--- config.mk ---
export PLATFORM = sky130hd
export DESIGN_NAME = prog_clock_divider
export DESIGN_NICKNAME = d
export VERILOG_FILES = /design/src/rtl/prog_clock_divider.sv
export SDC_FILE = /design/constraint.sdc
export NUM_CORES = 1
export LEC_CHECK = 0
export ABC_AREA = 0
export BUFFER_PORTS_ARGS = -buffer_cell sky130_fd_sc_hd__buf_4
export CORE_AREA = 2 2 100 102
export CTS_CLUSTER_SIZE = 16
export DETAILED_ROUTE_END_ITERATION = 6
export DIE_AREA = 0 0 102 104
export PLACE_DENSITY = 0.6
export SLEW_MARGIN = 10
export SYNTH_ARGS = -nofsm -noshare
export SYNTH_HDL_FRONTEND = slang
export SYNTH_SLANG_ARGS = --single-unit
--- constraint.sdc ---
create_clock -name clk -period 4.5 [get_ports clk]
set_input_delay 0.45 -clock clk [delete_from_list [all_inputs] [get_ports clk]]
set_output_delay 0.45 -clock clk [all_outputs]
set_load 0.02 [all_outputs]
--- src/rtl/prog_clock_divider.sv ---
// Programmable clock divider: q has a period of D clk cycles and is high for ceil(D/2) of them.
// A new ratio is loaded through a one-deep shadow register. Define PROG_CLKDIV_TICK_EN to add the tick output.
module prog_clock_divider #(
    parameter int WIDTH     = 16,
    parameter int RESET_DIV = 4
) (
    input  logic             clk,
    input  logic             ar,
    input  logic             en,
    input  logic [WIDTH-1:0] div_in,
    input  logic             load_req,
    output logic             busy,
    output logic             load_ack,
    output logic             q
`ifdef PROG_CLKDIV_TICK_EN
    ,
    output logic             tick
`endif
);

    localparam logic [WIDTH-1:0] RST_D = WIDTH'(RESET_DIV);

    logic [WIDTH-1:0] r_div;
    logic [WIDTH-1:0] r_shadow;
    logic [WIDTH-1:0] r_cnt;
    logic             r_pending;
    logic             r_q;
    logic             r_ack;

    logic [WIDTH:0]   w_half;
    logic             w_last;
    logic             w_commit;
    logic             w_capture;
    logic [WIDTH-1:0] w_din_legal;
    logic [WIDTH-1:0] w_cnt_next;
    logic [WIDTH-1:0] w_div_next;
    logic [WIDTH-1:0] w_shadow_next;
    logic             w_pending_next;
    logic             w_q_next;

    // The extra bit keeps ceil(D/2) correct for the largest ratio.
    assign w_half      = ({1'b0, r_div} + (WIDTH+1)'(1)) >> 1;
    assign w_last      = (r_cnt == r_div - WIDTH'(1));
    assign w_din_legal = (div_in < WIDTH'(2)) ? WIDTH'(2) : div_in;

    // A pending ratio commits only at a period boundary or on a stopped edge, so the period in progress is never altered.
    assign w_commit  = r_pending & (~en | w_last);
    assign w_capture = load_req & ~r_pending;

    always_comb begin
        w_cnt_next     = r_cnt + WIDTH'(1);
        w_q_next       = en & ({1'b0, r_cnt} < w_half);
        w_div_next     = r_div;
        w_shadow_next  = r_shadow;
        w_pending_next = r_pending;
        if (!en || w_last) begin
            w_cnt_next = '0;
        end
        if (w_commit) begin
            w_div_next     = r_shadow;
            w_pending_next = 1'b0;
        end else if (w_capture) begin
            w_shadow_next  = w_din_legal;
            w_pending_next = 1'b1;
        end
    end

    always_ff @(posedge clk or posedge ar) begin
        if (ar) begin
            r_div     <= RST_D;
            r_shadow  <= RST_D;
            r_cnt     <= '0;
            r_pending <= 1'b0;
            r_q       <= 1'b0;
            r_ack     <= 1'b0;
        end else begin
            r_div     <= w_div_next;
            r_shadow  <= w_shadow_next;
            r_cnt     <= w_cnt_next;
            r_pending <= w_pending_next;
            r_q       <= w_q_next;
            r_ack     <= w_commit;
        end
    end

`ifdef PROG_CLKDIV_TICK_EN
    logic r_tick;

    // Fires on the edge that starts each period, i.e. together with every rising edge of q.
    always_ff @(posedge clk or posedge ar) begin
        if (ar) begin
            r_tick <= 1'b0;
        end else begin
            r_tick <= en & (r_cnt == '0);
        end
    end

    assign tick = r_tick;
`endif

    assign busy     = r_pending;
    assign load_ack = r_ack;
    assign q        = r_q;

endmodule

# [Word-level counts from Yosys, hierarchy flattened]
# Index checks and enable logic that the tools add are counted.
[totals] wordCells=27 in_bits=20 ff_bits=51 output_inout_bits=3
[classes] n_addsub=3 bitwise_logic=7 magnitude_cmp=2 reduce_logical=4 n_eq_ne=1 muxes=4
[op_table] op="two-way mux 16 bit" count=2
[op_table] op="adder 16 x 1 -> 17 bit (second input constant)" count=1
[op_table] op="adder 16 x 1 -> 16 bit (second input constant)" count=1
[op_table] op="equality test 16 bit" count=1
[op_table] op="less-than comparator 16 bit" count=1
[op_table] op="less-than comparator 16 x 2 -> 1 bit (second input constant)" count=1
[op_table] op="subtractor 16 x 1 -> 16 bit (second input constant)" count=1
[op_table] op="bitwise AND 1 bit" count=3
[op_table] op="inverter 1 bit" count=3
[op_table] op="two-way mux 1 bit" count=2
[op_table] op="AND reduction 2 bit" count=1
[op_table] op="nonzero test 2 bit" count=1
[op_table] op="logical NOT 1 bit" count=1
[op_table] op="logical OR 1 bit" count=1
[op_table] op="OR 1 bit" count=1

# [Depth between registers and ports, before layout]
# Gate-level depths: netlist (run 1).
[depth] depth_word=6 mapped_depth=14 ltp_nobuf=13

# [Least setup slack after synthesis (run 1)]
# Ideal clock, no wire load.
[synth_path] kind="flip-flop to flip-flop" startpoint="register r_div[0]" endpoint="register r_div[10]" n_path_buf=2 slack_ps=1289 arrival_ps=3086 period_less_slack_ps=3211 required_time_ps=4375 path_stages_with_launch=12 cell_sequence="dfrtp_1 inv_1 ha_1 or3b_2 clkbuf_1 or2_1 a2111oi_2 nor3_1 o41ai_4 nand2_4 buf_6 mux2_4"
[synth_via] elab_chain_len=4
[synth_lines] item="from (decl)" line="23" text="logic [WIDTH-1:0] r_div;"
[synth_lines] item="from (signal assigned)" line="77" text="r_div <= w_div_next;"
[synth_lines] item="subtractor 16 x 1 -> 16 bit" line="43" text="assign w_last = (r_cnt == r_div - WIDTH'(1));"
[synth_lines] item="equality test 16 bit" line="43"
[synth_lines] item="OR 1 bit" line="47" text="assign w_commit = r_pending & (~en | w_last);"
[synth_lines] item="bitwise AND 1 bit" line="47"
# No other way between the ends.
# A chain may end at the register's enable or synchronous reset.

# [Final worst setup path (run 1)]
[layout_path] startpoint="register r_div[0]" endpoint="register r_div[8]"
# Same word-level chain as after synthesis.

==> results of run 1 <==
[state kept, by name, indices dropped and copies added, names as in the netlist]
signal and cells:
busy 1, load_ack 1, r_shadow 16, q 1, r_div 16, r_cnt 16
[cells by family after synthesis]
logic type | after synthesis | share of synthesized area
simple gates | 161 | 0.2337
flops | 51 | 0.3908
xor+xnor | 47 | 0.1258
compound gates | 33 | 0.07763
buf+inv | 29 | 0.03939
fa+ha+maj | 18 | 0.06883
mux | 16 | 0.06387
[worst paths after layout]
check	startpoint	endpoint	slack (ns)	depth (start not counted)
worst min register to register	r_shadow[2]	r_shadow[2]	0.47	2
worst max register to register	r_div[0]	r_div[8]	1.28	9
worst min-delay path	div_in[6]	r_shadow[6]	0.32	3
max in group asynchronous	ar	r_shadow[14]	3.43	2
worst max-delay path	r_div[0]	r_div[8]	1.28	9
min in group asynchronous	ar	q	0.39	2
[through the flow]
step	std cells	hold WS, ns	worst slack (ns)	util
global route	499	0.3342	1.080	0.3775
CTS	499	0.3182	1.277	0.3775
global placement	491	0.4520	1.409	0.3682
finish	499	0.3234	1.276	0.3775
floorplan	355	0.4375	1.289	-
detailed placement	491	0.4546	1.304	0.3682
[routing by layer]
layer / routed length (um) / vias to the layer above
li1: - / 1226
met1: 3438 / 1180
met2: 3232 / 62
met3: 274 / 7
met4: 72 / 0
met5: 0 / -
[cells in the final DEF, fill, tap and decap left out, types with 3 or more instances in the layout]
| master | instances |
|---|---|
| nand2_1 | 63 |
| dfrtp_1 | 49 |
| nor2_1 | 33 |
| xor2_1 | 26 |
| buf_4 | 23 |
| xnor2_1 | 21 |
| ha_1 | 18 |
| nand3_1 | 12 |
| nor3_1 | 9 |
| inv_1 | 8 |
| mux2_4 | 8 |
| o21ai_0 | 7 |
| a21o_1 | 7 |
| and3_1 | 7 |
| mux2_2 | 7 |
| nor4_1 | 6 |
| nand2b_1 | 6 |
| a21oi_1 | 6 |
| nand4_1 | 6 |
| clkbuf_8 | 5 |
| or3_1 | 4 |
| or4_1 | 3 |
| nor2b_1 | 3 |
[tightest hold or removal path, cell delays in order]
cell,delay (ns)
buf_4,0.08
nand2_1,0.04
nand2_1,0.04
[power by group through the flow]
stage	Clock (uW)	Sequential, uW	Combinational [uW]
2_1_floorplan	0	615	561
3_3_place_gp	0	735	553
3_5_place_dp	0	742	564
4_1_cts	288	731	567
5_1_grt	306	757	636
6_report	281	736	567
[cell type report]
class,count,share of cell area
Multi-Input combinational cell,275,0.5172
Sequential cell,51,0.3547
Timing Repair Buffer,23,0.04790
Tap cell,133,0.04616
Clock buffer,6,0.02013
Inverter,9,0.009372
Clock inverter,2,0.004512
==> flow_metrics.py, run 1 <==
metrics = {
    "yosys": {
        "syn_inst": 355,
        "ys_async_sr_fraction": 1.000,
        "synth_cell_types": 46,
        "yosysTopAreaCell": "dfrtp_1",
        "synth_commonest_cells": "nand2_1, dfrtp_1, nor2_1",
        "yosysSeqAreaShare": 0.3908,
        "ys_ff_latch": 51,
        "yosys.cell_count.top_type": "nand2_1",
        "postSynthAreaPerCell_um2": 9.217,
        "ys_top_cells_by_area": "dfrtp_1, nand2_1, xor2_1",
        "ys.warnings.count": 0,
        "synth_ff_type": "dfrtp_1",
        "synth_top_area_frac": 0.3748,
        "syn_nets": 393,
        "synth_area_um2": 3272,
        "synth_edf_count": 0,
    },
    "die": {
        "core_area_um2": 9549,
        "dieArea_um2": 10610,
        "initial_core_util": 0.3426,
        "fp.dieH_um": 104,
        "die_w_um": 102,
        "io_pins": 23,
        "row_count": 36,
    },
    "detailed_routing": {
        "drc": 0,
        "wirelength_um": 7017,
        "dr_total_vias": 2475,
        "wl_per_cell_um": 14.06,
        "firstDrtPassIters": 4,
        "antenna_left": 0,
        "drt_iter0_drc": 115,
        "vias_per_cell": 4.960,
    },
    "setup_path": {
        "slowest_stage": "or3b_2",
        "path_buf_inv": 1,
        "critPathMaxStageDelay_ns": 0.55,
        "start_kind": "flip-flop",
        "cp_max_fo": 17,
        "worstPathCellList": "inv_1 -> ha_1 -> or3b_2 -> or2_1 -> o41ai_1 -> o21ai_0 -> o41ai_4 -> nand2_4 -> mux2_4",
        "crit_required_ns": 4.70,
        "cp.arrival_ns": 3.42,
        "critPathKind": "flip-flop to flip-flop",
        "end_kind": "flip-flop",
        "cp_top_family": "simple AND/OR/NAND/NOR gates",
    },
    "global_routing": {
        "met2_usage": 0.2246,
        "use_met3": 0.02016,
        "antenna_found_initial": 0,
        "grt_pass1_vias": 2471,
        "grt_util_met1": 0.2000,
        "top_usage_layer": "met2",
        "grt_pass1_wl_um": 11970,
        "gr-usage-all-layers": 0.1407,
        "gr-total-overflow": 0,
        "grt_max_degree": 52,
    },
    "placed_design": {
        "dpl_cell_area_um2": 3516,
        "place_congestion": 0.8069,
        "portBuffers": 22,
        "dpl.hpwl_um": 5203,
    },
    "power_and_ir_drop": {
        "total_power_uw": 1584,
        "leakage_uw": 0.001661,
        "p_sw_frac": 0.3950,
        "power.clock.fraction": 0.177,
        "p_sw_uw": 625.5,
        "p_comb_frac": 0.358,
        "peakVddDrop_uv": 193.6,
        "power_frac_seq": 0.465,
        "power.density_nw_per_um2": 439.3,
        "p_int_uw": 958.1,
    },
    "final_layout": {
        "multiInputGateArea_um2": 1864,
        "syn_to_final_growth_pct": 10.17,
        "nets": 403,
        "drive_gt1_frac": 0.1475,
        "final_cell_area_um2": 3605,
        "diodes": 0,
        "n_fill_cell": 997,
        "layout.area.seq_um2": 1279,
    },
    "clocking": {
        "cts_max_level": 2,
        "cts_tree": "done",
        "cts_buffers": 5,
        "cts_buffer_depth": 2,
        "insertion_delay_ns": 0.32,
        "cts-root-buf": "clkbuf_8",
        "clkTransAtPathRegs_ns": 0.10,
        "ctsHoldBuffers": 0,
        "cts_resized": 0,
        "clkSinkCount": 51,
        "cts_setup_buffers": 0,
    },
    "timing": {
        "min_period_ns": 3.224,
        "hold_violations": 0,
        "setup-tns-final_ns": 0,
        "finalCritPeriodShare": 0.7165,
        "skew_ns": 0.01180,
        "worst_pin_slew_ns": 1.075,
        "rsz0062_at_grt": "no",
        "max_freq_mhz": 310.2,
        "slew_viol_final": 0,
        "max-slew-margin-rel": 0.2822,
        "finalSetupViolCount": 0,
    },
    "worst_hold_path": {
        "min_path_type": "primary input to flip-flop",
    },
    "run_status": {
        "status": "finished clean",
    },
    "run": {
        "drv_cap": 0,
    },
}
Note: power is estimated with default switching activity, not from simulation.
==> run 2, diff against run 1 <==
--- a/config.mk
+++ b/config.mk
@@ -5,13 +5,13 @@
 export SDC_FILE = /design/constraint.sdc
 export NUM_CORES = 1
 export LEC_CHECK = 0
-export ABC_AREA = 0
+export ABC_AREA = 1
 export BUFFER_PORTS_ARGS = -buffer_cell sky130_fd_sc_hd__buf_4
-export CORE_AREA = 2 2 100 102
+export CORE_AREA = 2 2 102 104
 export CTS_CLUSTER_SIZE = 16
 export DETAILED_ROUTE_END_ITERATION = 6
-export DIE_AREA = 0 0 102 104
-export PLACE_DENSITY = 0.6
+export DIE_AREA = 0 0 104 106
+export PLACE_DENSITY = 0.61
 export SLEW_MARGIN = 10
 export SYNTH_ARGS = -nofsm -noshare
 export SYNTH_HDL_FRONTEND = slang
==> constraint.sdc (replaced) <==
create_clock -name clk -period 3.28 [get_ports clk]
set_input_delay 0.328 -clock clk [delete_from_list [all_inputs] [get_ports clk]]
set_output_delay 0.328 -clock clk [all_outputs]
set_load 0.02 [all_outputs]
==> run 2 against run 1 <==
Power up 31%. Via count up 18%. Clock-buffer cell count unchanged. Clock power up 32%. Sequential share of layout area down 1.5 points. Critical path type unchanged. Critical endpoint is now q. Largest power group unchanged. Highest routed layer unchanged.
==> flow_metrics.py, run 2 <==
metrics = {
    "detailed_routing": {
        "antenna_left": 0,
        "vias_per_cell": 4.646,
        "firstDrtPassIters": 4,
        "wirelength_um": 7359,
        "wl_per_cell_um": 11.72,
        "dr_total_vias": 2918,
        "drc": 0,
        "drt_iter0_drc": 95,
    },
    "yosys": {
        "synth_cell_types": 29,
        "ys.warnings.count": 0,
        "yosysSeqAreaShare": 0.3731,
        "synth_edf_count": 0,
        "postSynthAreaPerCell_um2": 7.170,
        "synth_area_um2": 3427,
        "syn_nets": 516,
        "yosys.cell_count.top_type": "nand2_1",
        "ys_top_cells_by_area": "dfrtp_1, nand2_1, ha_1",
        "synth_top_area_frac": 0.3578,
        "synth_ff_type": "dfrtp_1",
        "ys_async_sr_fraction": 1.000,
        "syn_inst": 478,
        "ys_ff_latch": 51,
        "yosysTopAreaCell": "dfrtp_1",
        "synth_commonest_cells": "nand2_1, dfrtp_1, inv_1",
    },
    "timing": {
        "worst_pin_slew_ns": 0.8924,
        "finalCritPeriodShare": 0.8663,
        "finalSetupViolCount": 0,
        "min_period_ns": 2.842,
        "max_freq_mhz": 351.9,
        "setup-tns-final_ns": 0,
        "skew_ns": 0.007569,
        "whs_ns": 0.1752,
        "max-slew-margin-rel": 0.4044,
        "slew_viol_final": 0,
        "hold_violations": 0,
        "rsz0062_at_grt": "no",
    },
    "clocking": {
        "cts_max_level": 2,
        "ctsHoldBuffers": 0,
        "cts_setup_buffers": 0,
        "cts_resized": 0,
        "insertion_delay_ns": 0.31,
        "cts-root-buf": "clkbuf_8",
        "cts_buffer_depth": 2,
        "clkTransAtPathRegs_ns": 0.10,
        "cts_tree": "done",
        "clkSinkCount": 51,
        "cts_buffers": 5,
    },
    "placed_design": {
        "dp_cells": 620,
        "dpl_cell_area_um2": 3676,
        "portBuffers": 22,
        "place_congestion": 0.9103,
        "dpl.hpwl_um": 5849,
    },
    "run": {
        "drv_cap": 0,
    },
    "die": {
        "core_area_um2": 10000,
        "fp.dieH_um": 106,
        "io_pins": 23,
        "dieArea_um2": 11020,
        "row_count": 37,
        "initial_core_util": 0.3427,
        "die_w_um": 104,
    },
    "final_layout": {
        "fin_cells": 628,
        "reg.largest.list": "r_cnt: 16 flops, r_div: 16 flops, r_shadow: 16 flops",
        "syn_to_final_growth_pct": 9.894,
        "drive_gt1_frac": 0.08943,
        "diodes": 0,
        "final_common_cell": "nand2_1",
        "nets": 529,
        "n_fill_cell": 1098,
        "final_cell_area_um2": 3766,
        "final_cell_mix": "nand2_1, dfrtp_1, inv_1, nor2_1, nand3_1",
    },
    "worst_hold_path": {
        "min_path_type": "primary input to async pin",
    },
    "setup_path": {
        "crit_required_ns": 3.48,
        "critPathMaxStageDelay_ns": 0.64,
        "cp.arrival_ns": 3.04,
        "reg2reg_slack_ns": 0.44,
        "start_kind": "flip-flop",
        "r2r-start": "r_div[2]",
        "cp_max_fo": 7,
        "timing.rr.end": "q",
        "end_kind": "flip-flop",
        "crit_top_cell": "nand3_1",
        "worstPathCellList": "inv_1 -> nor3_2 -> nand3_1 -> nor2_1 -> nand2_1 -> nor3_2 -> nand3_1 -> nor2_1 -> xnor2_1 -> ha_1 -> nand2_1 -> inv_1 -> nand3_1 -> nor3_1 -> o21ai_0 -> and3_1",
        "slowest_stage": "dfstp_2",
        "reg2reg_depth": 16,
        "critPathKind": "flip-flop to flip-flop",
    },
    "power_and_ir_drop": {
        "peakVddDrop_uv": 215.1,
        "leakage_uw": 0.001933,
        "power.density_nw_per_um2": 549.6,
    },
    "run_status": {
        "status": "finished clean",
    },
    "global_routing": {
        "gr-usage-all-layers": 0.1416,
        "gr-total-overflow": 0,
        "grt_max_degree": 52,
        "antenna_found_initial": 0,
        "grt_pass1_vias": 2812,
        "grt_pass1_wl_um": 13080,
    },
}
## run 2: power breakdown
part           internal (uW)  total (uW)  switching, uW
combinational            308         782            473
clock                    154         372            219
sequential               742         916            174
total                   1200        2070            866
## run 2: worst max-delay path by stage
stage | cells after the start | start | slack (ns) | to
after global routing | 14 | r_div[2] | 0.06 | q
final | 16 | r_div[2] | 0.44 | q
after CTS | 14 | r_div[2] | 0.40 | q
after detailed placement | 14 | r_div[2] | 0.42 | q
after global placement | 14 | r_div[2] | 0.51 | q
after floorplan | 17 | r_div[2] | 0.70 | q
## run 2: cells by family (layout without fill, tap and decap cells)
logic type / Yosys count / in the layout / share of synthesized area
and+or+nand+nor: 291 / 291 / 0.3702
buffers and inverters: 67 / 81 / 0.08324
DFF: 51 / 51 / 0.3731
xor gates and xnor gates: 29 / 29 / 0.07411
AOI/OAI and AO/OA: 22 / 22 / 0.03359
adders and majority gates: 18 / 18 / 0.06572
## run 2: cell type report
type / count / area (um^2) / area share
inverters: 49 / 185.2 / 0.04917
clock inverters: 2 / 16.27 / 0.004319
clock buffers: 6 / 72.57 / 0.01927
flip-flops and latches: 51 / 1279 / 0.3395
well taps: 136 / 170.2 / 0.04518
multi-input cells: 360 / 1863 / 0.4947
repair buffers: 24 / 180.2 / 0.04784
## run 2: metal layers
layer	share of wire	GRT usage	wire length, um
met5	0	0	0
met3	0.032	0.01717	236
met1	0.50	0.1904	3643
met2	0.46	0.2397	3386
met4	0.013	0.04151	92
## run 2: critical path: cells and delay by family (launching register included)
kind / cells / cell delay [ns]
and+or+nand+nor: 11 / 1.48
adders and majority gates: 1 / 0.28
buffers and inverters: 2 / 0.15
DFF: 1 / 0.64
xor gates and xnor gates: 1 / 0.08
AOI/OAI and AO/OA: 1 / 0.09
## run 2: per-stage QoR
| step | power, uW | setup WS [ns] | util |
|---|---|---|---|
| 2_1_floorplan | 1547 | 0.7032 | - |
| 5_1_grt | 2272 | 0.06349 | 0.3766 |
| 3_5_place_dp | 1717 | 0.4171 | 0.3676 |
| 4_1_cts | 2095 | 0.3989 | 0.3765 |
| 6_report | 2070 | 0.4385 | 0.3766 |
| 3_3_place_gp | 1700 | 0.5074 | 0.3676 |
==> run 3, diff against run 2 <==
--- a/config.mk
+++ b/config.mk
@@ -6,12 +6,13 @@
 export NUM_CORES = 1
 export LEC_CHECK = 0
 export ABC_AREA = 1
-export BUFFER_PORTS_ARGS = -buffer_cell sky130_fd_sc_hd__buf_4
+export BUFFER_PORTS_ARGS = -buffer_cell sky130_fd_sc_hd__buf_2
 export CORE_AREA = 2 2 102 104
 export CTS_CLUSTER_SIZE = 16
 export DETAILED_ROUTE_END_ITERATION = 6
 export DIE_AREA = 0 0 104 106
 export PLACE_DENSITY = 0.61
+export RECOVER_POWER = 100
 export SLEW_MARGIN = 10
 export SYNTH_ARGS = -nofsm -noshare
 export SYNTH_HDL_FRONTEND = slang
==> run 3 against run 2 <==
The flow now finishes with violations (capacitance limit, slew limit). Combinational power shrank 1%. Sequential power is essentially flat. Clock-buffer cell count shrank 1. Critical path type unchanged. Largest cell class unchanged.
==> flow_metrics.py, run 3 (synthesized netlist as in run 2, its figures left out) <==
metrics = {
    "clocking": {
        "insertion_delay_ns": 0.31,
        "cts-root-buf": "clkbuf_8",
        "cts_buffers": 5,
        "clkSinkCount": 51,
        "cts_setup_buffers": 0,
        "clkTransAtPathRegs_ns": 0.10,
        "cts_buffer_depth": 2,
        "cts_max_level": 2,
        "cts_tree": "done",
    },
    "timing": {
        "max-slew-margin-rel": -0.2804,
        "min_period_ns": 2.935,
        "setup-tns-final_ns": 0,
        "worst_slack_ns": 0.3453,
        "rsz0062_at_grt": "no",
        "hold_violations": 0,
        "skew_ns": 0.008386,
        "worst_pin_slew_ns": 1.918,
        "slew_viol_final": 52,
        "finalSetupViolCount": 0,
        "finalCritPeriodShare": 0.8947,
        "max_freq_mhz": 340.7,
    },
    "die": {
        "dieArea_um2": 11020,
        "initial_core_util": 0.3427,
        "die_w_um": 104,
        "core_area_um2": 10000,
        "io_pins": 23,
        "row_count": 37,
        "fp.dieH_um": 106,
    },
    "worst_hold_path": {
        "worstHoldEndpoint": "r_shadow[2]",
        "hold_depth": 3,
        "hp-start": "div_in[2]",
        "min_path_type": "primary input to flip-flop",
    },
    "global_routing": {
        "gr-usage-all-layers": 0.1449,
        "antenna_found_initial": 0,
        "grt_util_met1": 0.1922,
        "grt_max_degree": 52,
        "top_usage_layer": "met2",
        "grt_pass1_vias": 2888,
        "met2_usage": 0.2406,
        "grt_pass1_wl_um": 13200,
        "gr-total-overflow": 0,
        "use_met3": 0.02085,
    },
    "setup_path": {
        "end_kind": "flip-flop",
        "crit_required_ns": 3.48,
        "timing.rr.end": "q",
        "start_kind": "flip-flop",
        "r2r-start": "r_div[2]",
        "reg2reg_depth": 16,
        "worstPathCellList": "inv_1 -> nor3_2 -> nand3_1 -> nor2_1 -> nand2_1 -> nor3_2 -> nand3_1 -> nor2_1 -> xnor2_1 -> ha_1 -> nand2_1 -> inv_1 -> nand3_1 -> nor3_1 -> o21ai_0 -> and3_1",
        "cp.arrival_ns": 3.14,
        "crit_top_cell": "nand3_1",
        "cp_max_fo": 7,
        "slowest_stage": "dfstp_2",
        "critPathMaxStageDelay_ns": 0.63,
        "reg2reg_slack_ns": 0.35,
        "critPathKind": "flip-flop to flip-flop",
    },
    "detailed_routing": {
        "wirelength_um": 7461,
        "antenna_left": 0,
        "wl_per_cell_um": 11.88,
        "vias_per_cell": 4.578,
        "firstDrtPassIters": 4,
        "dr_total_vias": 2875,
        "drt_iter0_drc": 160,
        "drc": 0,
    },
    "placed_design": {
        "pre_cts_slack_ns": 0.3378,
        "place_congestion": 0.9132,
        "dpl.hpwl_um": 5840,
        "portBuffers": 22,
    },
    "power_and_ir_drop": {
        "peakVddDrop_uv": 252.7,
        "leakage_uw": 0.001921,
        "power.density_nw_per_um2": 573.0,
    },
    "final_layout": {
        "final_common_cell": "nand2_1",
        "reg.largest.list": "r_cnt: 16 flops, r_div: 16 flops, r_shadow: 16 flops",
        "drive_gt1_frac": 0.07927,
        "syn_to_final_growth_pct": 8.507,
        "nets": 529,
        "n_fill_cell": 1113,
        "diodes": 0,
        "final_cell_mix": "nand2_1, inv_1, dfrtp_1, nor2_1, nand3_1",
    },
    "run": {
        "drv_cap": 1,
    },
    "run_status": {
        "violations": "capacitance limit, slew limit",
        "status": "finished, violations left",
    },
}
[run 3: stage by stage]
| step | power [uW] | instance area, um^2 | hold slack (ns) | util | std cells |
|---|---|---|---|---|---|
| 6_report | 2131 | 3719 | 0.2232 | 0.3719 | 628 |
| 5_1_grt | 2330 | 3719 | 0.2212 | 0.3719 | 628 |
| 4_1_cts | 2160 | 3734 | 0.2160 | 0.3734 | 628 |
| 3_5_place_dp | 1710 | 3621 | 0.4693 | 0.3621 | 620 |
| 3_3_place_gp | 1693 | 3621 | 0.4605 | 0.3621 | 620 |
| 2_1_floorplan | 1547 | 3427 | 0.4197 | - | 478 |
[run 3: repair_timing]
| action | 4_1_cts | 5_1_grt |
|---|---|---|
| gates resized for setup | 0 | 1 |
| hold buffers | 0 | 0 |
| endpoints found under the hold margin | 0 | 0 |
| endpoints found under the setup margin | 0 | 1 |
[run 3: worst max-delay path by stage]
stage	startpoint	end
after floorplan	r_div[2]	q
after global placement	r_div[2]	q
after detailed placement	r_div[1]	q
after CTS	r_div[1]	q
after global routing	r_div[0]	r_div[12]
final	r_div[2]	q
[run 3: layer usage]
metal,vias up,wire [um]
li1,1530,-
met1,1289,3701
met2,44,3351
met3,12,234
met4,0,173
met5,-,0
[run 3: layout make-up]
class | count | area, um^2 | share of cell area
multi-input cells | 360 | 1857 | 0.4993
flip-flops and latches | 51 | 1279 | 0.3439
inverters | 49 | 183.9 | 0.04946
well taps | 136 | 170.2 | 0.04576
repair buffers | 24 | 116.4 | 0.03129
clock buffers | 5 | 68.82 | 0.01851
clock inverters | 3 | 43.79 | 0.01178
[run 3: worst max-delay path: cells and delay by family (launching register included)]
| family | cells | cell delay [ns] |
|---|---|---|
| and+or+nand+nor | 11 | 1.57 |
| xor gates and xnor gates | 1 | 0.09 |
| buffers and inverters | 2 | 0.16 |
| AOI/OAI and AO/OA | 1 | 0.10 |
| adders and majority gates | 1 | 0.28 |
| DFF | 1 | 0.63 |
[run 3: where the power goes]
part / switching, uW / total [uW] / internal [uW]
combinational: 476 / 771 / 295
clock: 218 / 445 / 227
sequential: 172 / 915 / 742
